--- config.mk ---
export PLATFORM = sky130hd
export DESIGN_NAME = div23_selftest
export DESIGN_NICKNAME = d
export VERILOG_FILES = /design/src/rtl/div23_selftest.sv
export SDC_FILE = /design/constraint.sdc
export NUM_CORES = 1
export LEC_CHECK = 0
export BUFFER_PORTS_ARGS = -buffer_cell sky130_fd_sc_hd__clkbuf_2
export CAP_MARGIN = 40
export CORE_AREA = 3 3 109 111
export DETAILED_ROUTE_END_ITERATION = 12
export DIE_AREA = 0 0 112 114
export PLACE_DENSITY = 0.75
export SYNTH_ARGS = -nofsm -noshare
export SYNTH_HDL_FRONTEND = slang
export SYNTH_SLANG_ARGS = --single-unit
--- constraint.sdc ---
create_clock -name clk -period 8.9 [get_ports clk]
set_input_delay 0.89 -clock clk [delete_from_list [all_inputs] [get_ports clk]]
set_output_delay 0.89 -clock clk [all_outputs]
set_load 0.03 [all_outputs]
--- src/rtl/div23_selftest.sv ---
// rtl/div23_selftest.sv - sweeps every 16-bit dividend through a constant divider stage and checks each quotient.
module div23_selftest #(
    parameter int DIVISOR = 23,
    parameter int LATENCY = 2
) (
    input  logic        clk,
    input  logic        rst,
    input  logic        start,
    output logic [15:0] x_out,
    input  logic [11:0] q_in,
    output logic [4:0]  r_out,
    output logic        r_valid,
    output logic        busy,
    output logic        done,
    output logic        pass,
    output logic [15:0] err_count,
    output logic [15:0] first_err_x
);

    typedef enum logic [1:0] {IDLE, RUN, FLUSH, DONE} state_t;

    localparam logic [17:0] DIV18 = 18'(DIVISOR);

    state_t             state_q, state_d;
    logic [15:0]        x_q, x_d;
    logic [LATENCY-1:0] tag_v_q;
    logic [15:0]        tag_x_q [LATENCY];
    logic [4:0]         r_q, r_d;
    logic               rv_q;
    logic [15:0]        err_q, err_d;
    logic [15:0]        first_q, first_d;
    logic               seen_q, seen_d;
    logic               issue;
    logic               restart;
    logic               chk;
    logic               bad;
    logic signed [17:0] rem;

    // Remainder of the oldest tagged dividend against the quotient it produced.
    assign chk = tag_v_q[LATENCY-1];
    assign rem = $signed({2'b00, tag_x_q[LATENCY-1]} - DIV18 * {6'b000000, q_in});
    assign bad = rem[17] || (rem[16:0] > 17'(DIVISOR - 1));

    always_comb begin
        state_d = state_q;
        x_d     = x_q;
        issue   = 1'b0;
        restart = 1'b0;
        case (state_q)
            IDLE, DONE: begin
                if (start) begin
                    state_d = RUN;
                    x_d     = '0;
                    restart = 1'b1;
                end
            end
            RUN: begin
                issue = 1'b1;
                if (x_q == 16'hFFFF) begin
                    state_d = FLUSH;
                end else begin
                    x_d = x_q + 16'd1;
                end
            end
            FLUSH: begin
                if (!(|tag_v_q)) begin
                    state_d = DONE;
                end
            end
            default: state_d = IDLE;
        endcase
    end

    always_comb begin
        r_d     = chk ? rem[4:0] : 5'd0;
        err_d   = err_q;
        first_d = first_q;
        seen_d  = seen_q;
        if (restart) begin
            err_d   = '0;
            first_d = '0;
            seen_d  = 1'b0;
        end else if (chk && bad) begin
            if (err_q != 16'hFFFF) begin
                err_d = err_q + 16'd1;
            end
            if (!seen_q) begin
                first_d = tag_x_q[LATENCY-1];
            end
            seen_d = 1'b1;
        end
    end

    always_ff @(posedge clk or posedge rst) begin
        if (rst) begin
            state_q <= IDLE;
            x_q     <= '0;
            tag_v_q <= '0;
            for (int i = 0; i < LATENCY; i++) begin
                tag_x_q[i] <= '0;
            end
            r_q     <= '0;
            rv_q    <= 1'b0;
            err_q   <= '0;
            first_q <= '0;
            seen_q  <= 1'b0;
        end else begin
            state_q <= state_d;
            x_q     <= x_d;
            for (int i = LATENCY - 1; i > 0; i--) begin
                tag_v_q[i] <= tag_v_q[i-1];
                tag_x_q[i] <= tag_x_q[i-1];
            end
            tag_v_q[0] <= issue;
            tag_x_q[0] <= x_q;
            r_q     <= r_d;
            rv_q    <= chk;
            err_q   <= err_d;
            first_q <= first_d;
            seen_q  <= seen_d;
        end
    end

    assign x_out       = x_q;
    assign r_out       = r_q;
    assign r_valid     = rv_q;
    assign busy        = (state_q == RUN) || (state_q == FLUSH);
    assign done        = (state_q == DONE);
    assign pass        = (state_q == DONE) && (err_q == 16'd0);
    assign err_count   = err_q;
    assign first_err_x = first_q;

endmodule

==> metrics.md <==
| Metric | Value |
|---|---|
| Run status | `completed` |
| Most used DFF post-synth | `dfrtp_1` |
| Synth cell types | `49` |
| Crit Path Max Fanout | `34` |
| Crit path DAT | `5.66 ns` |
| Total GRT Usage | `20.8%` |
| CP startpoint | `q_in[4]` |
| IO buf count | `71` |
| Pin count of the biggest net entering global routing | `62` |
| Ports | `72` |
| Syn nets | `722` |
| Clock Path Buffers | `2` |
| Achievable Freq | `184 MHz` |
| Worst Hold Class | `flip-flop to flip-flop` |
| Leak | `3.42 nW` |
| Die area | `12800 um2` |
| CTS Sinks | `91` |
| Final Setup Violations | `0` |
| CTS H-tree lvls | `3` |
| Pwr Total | `1.66 mW` |
| Iter 0 DRT Violations | `197` |
| Number of flops mapped to enable cells by yosys | `0` |
| Ranking of synthesized cells by area | `dfrtp_1, fa_1, ha_1, inv_1, nand2_1` |
| Layout filler cell count | `932` |
| Fin Hold WS | `0.357 ns` |
| Overflow after GRT | `0` |
| Max Cap Violations | `0` |
| Final WL | `12600 um` |
| CTS Buf Count | `9` |
| Final Util | `61.3%` |
| Yosys warns | `0` |
| Post-route minimum period | `5.43 ns` |
| Final net count | `788` |
| Synth async-reset ratio | `100%` |
| Worst r2r src | `tag_x_q[5]$_DFF_PP0_` |
| HPWL after DPL | `9940 um` |
| Max-slew violation count | `0` |
| Post-synthesis sequential area ratio | `38.1%` |
| Clock transition at path regs | `0.09 ns` |
| Area used by multi-input combinational logic | `3210 um2` |
| Clock Skews | `0.0114 ns` |
| Gate Count Post-Synth | `632` |
| TNS Setup | `0 ns` |
| Area grow syn2layout | `11.6%` |
| Total iterations of the first detailed-routing run | `6` |
| Vias in the first global route | `4634` |
| First-pass GRT wire length | `21600 um` |
| Initial antenna violation count | `0` |
| Residual DRC | `0` |
| Die W | `112 um` |
| Resized cells post-CTS | `0` |
| Synthesized flop and latch total | `91` |
| Seq. cell area | `2280 um2` |
| Routability Congestion | `0.855` |
| Cell Area, Synth | `5980 um2` |
| HP Start | `tag_x_q[28]$_DFF_PP0_` |
| Routed length per instance | `15.0 um` |
| Slew headroom | `40.5%` |
| Clock root cell | `clkbuf_8` |
| Tcrit/Tclk final | `61.0%` |
| RSZ-0062 raised after global routing | `no` |
| Final hold viol count | `0` |
| Postcts setup bufs | `0` |
| Die height | `114 um` |
| CP required | `9.13 ns` |
| # rows | `38` |
| Worst skew pair latency | `0.37 ns` |
| Setup crit start kind | `input port` |
| Via count | `4715` |
| Share of the synthesized area in the top cell type | `38.1%` |
| Top cells by count, synth | `inv_1, dfrtp_1, nand2_1, ha_1, a21oi_1` |
| Antenna cells | `0` |
| Initial Utilization | `54.9%` |
| Leading area contributor after synthesis | `dfrtp_1` |
| Pwr Density | `249 nW/um2` |
| DRT antenna net count | `0` |
| Ratio of cells with drive above 1 in the final layout | `14.1%` |
| CTS tree | `yes` |
| Leading cell type by number of instances after synthesis | `inv_1` |
| CP Capture Type | `flip-flop` |
| Mean Syn Cell Area | `9.46 um2` |
| Post-CTS Hold Buffers | `0` |
| Peak VDD IR | `0.221 mV` |
| Routed vias/inst | `5.59` |
| Total core area | `10900 um2` |
| Critical path class | `input port to flip-flop` |
| Worst-margin pin slew | `0.889 ns` |
[cell usage in the layout (no fill, tap or decap), types with 4 or more instances in the layout]
cell      netlist  layout
fa_1           33      33
o21ai_0        27      27
mux2i_1        19      19
o31ai_1         5       5
and2_1         10      10
a21oi_1        37      37
or4_1           6       6
dfrtp_1        91      91
buf_4           3       4
a31oi_1         4       4
nor2_1         24      24
xor2_1          8       8
ha_1           42      42
a21o_1          6       6
clkbuf_8        0      10
o211ai_1       10      10
or3_1          14      14
inv_1         107     106
xnor2_1        10      10
clkbuf_2        0      71
nand4_1        15      15
nand2_1        66      66
nor3_1          7       7
nand3_1        14      14
and3_1         13      13
[through the flow]
stage                     cells  setup WS (ns)  cell area (um2)
final                       843           3.47             6670
after global routing        843           3.24             6670
after CTS                   843           3.55             6670
after detailed placement    827           3.17             6480
after global placement      826           3.28             6450
after floorplan             632           3.78             5980
[kinds of logic after synthesis]
family,Yosys count,synth area share (%)
flip-flops,91,38.1
buffers and inverters,128,8.37
XOR/XNOR,18,2.64
adder cells (fa/ha/maj),75,19.8
AO/OA/AOI/OAI,111,11.5
multiplexers,19,3.18
AND/OR/NAND/NOR,190,16.4
[report_power, final]
part           leakage (nW)  internal, mW  switching [mW]
clock network        0.0966         0.115           0.155
logic                  2.08         0.319           0.552
registers              1.25         0.462          0.0558
[per-layer routing]
metal,share of wire [%],global-route usage [%]
met1,44,27.4
met2,49,34.9
met4,1.9,5.85
met5,0,0
met3,5.6,4.77
[registers in the layout, indices dropped and copies added, names as in the netlist]
register     count
err_count       16
first_err_x     16
r_out            5
r_valid          1
seen_q           1
state_q          2
tag_v_q          2
tag_x_q         32
x_out           16
[area by class of cell]
type                    count  share of cell area [%]
multi-input cells         413                    48.1
flip-flops and latches     91                    34.1
repair buffers             76                    6.19
inverters                 107                    6.04
well taps                 140                    2.63
clock buffers              10                    2.06
clock inverters             6                   0.881
[critical path: stages]
cell and delay [ns]:
clkbuf_2 0.15, inv_1 0.08, fa_1 0.50, fa_1 0.50
inv_1 0.06, fa_1 0.53, inv_1 0.04, ha_1 0.35
and3_1 0.19, a221o_1 0.42, a2111oi_2 0.40, a211oi_1 0.11
a311oi_1 0.30, nand4_1 0.19, nor4_4 0.15, buf_4 0.33
nor3b_2 0.08, buf_4 0.23, mux2i_1 0.15
[final timing paths]
kind,endpoint,slack [ns],depth (start not counted)
setup / recovery,first_err_x[0]$_DFFE_PP0P_,3.47,19
hold / removal,tag_x_q[12]$_DFF_PP0_,0.36,0
setup reg to reg,first_err_x[0]$_DFFE_PP0P_,3.83,17
hold reg to reg,tag_x_q[12]$_DFF_PP0_,0.36,0
max in group asynchronous,first_err_x[8]$_DFFE_PP0P_,7.59,4
min in group asynchronous,err_count[0]$_DFFE_PP0P_,0.43,2
Note: power is estimated with default switching activity, not from simulation.
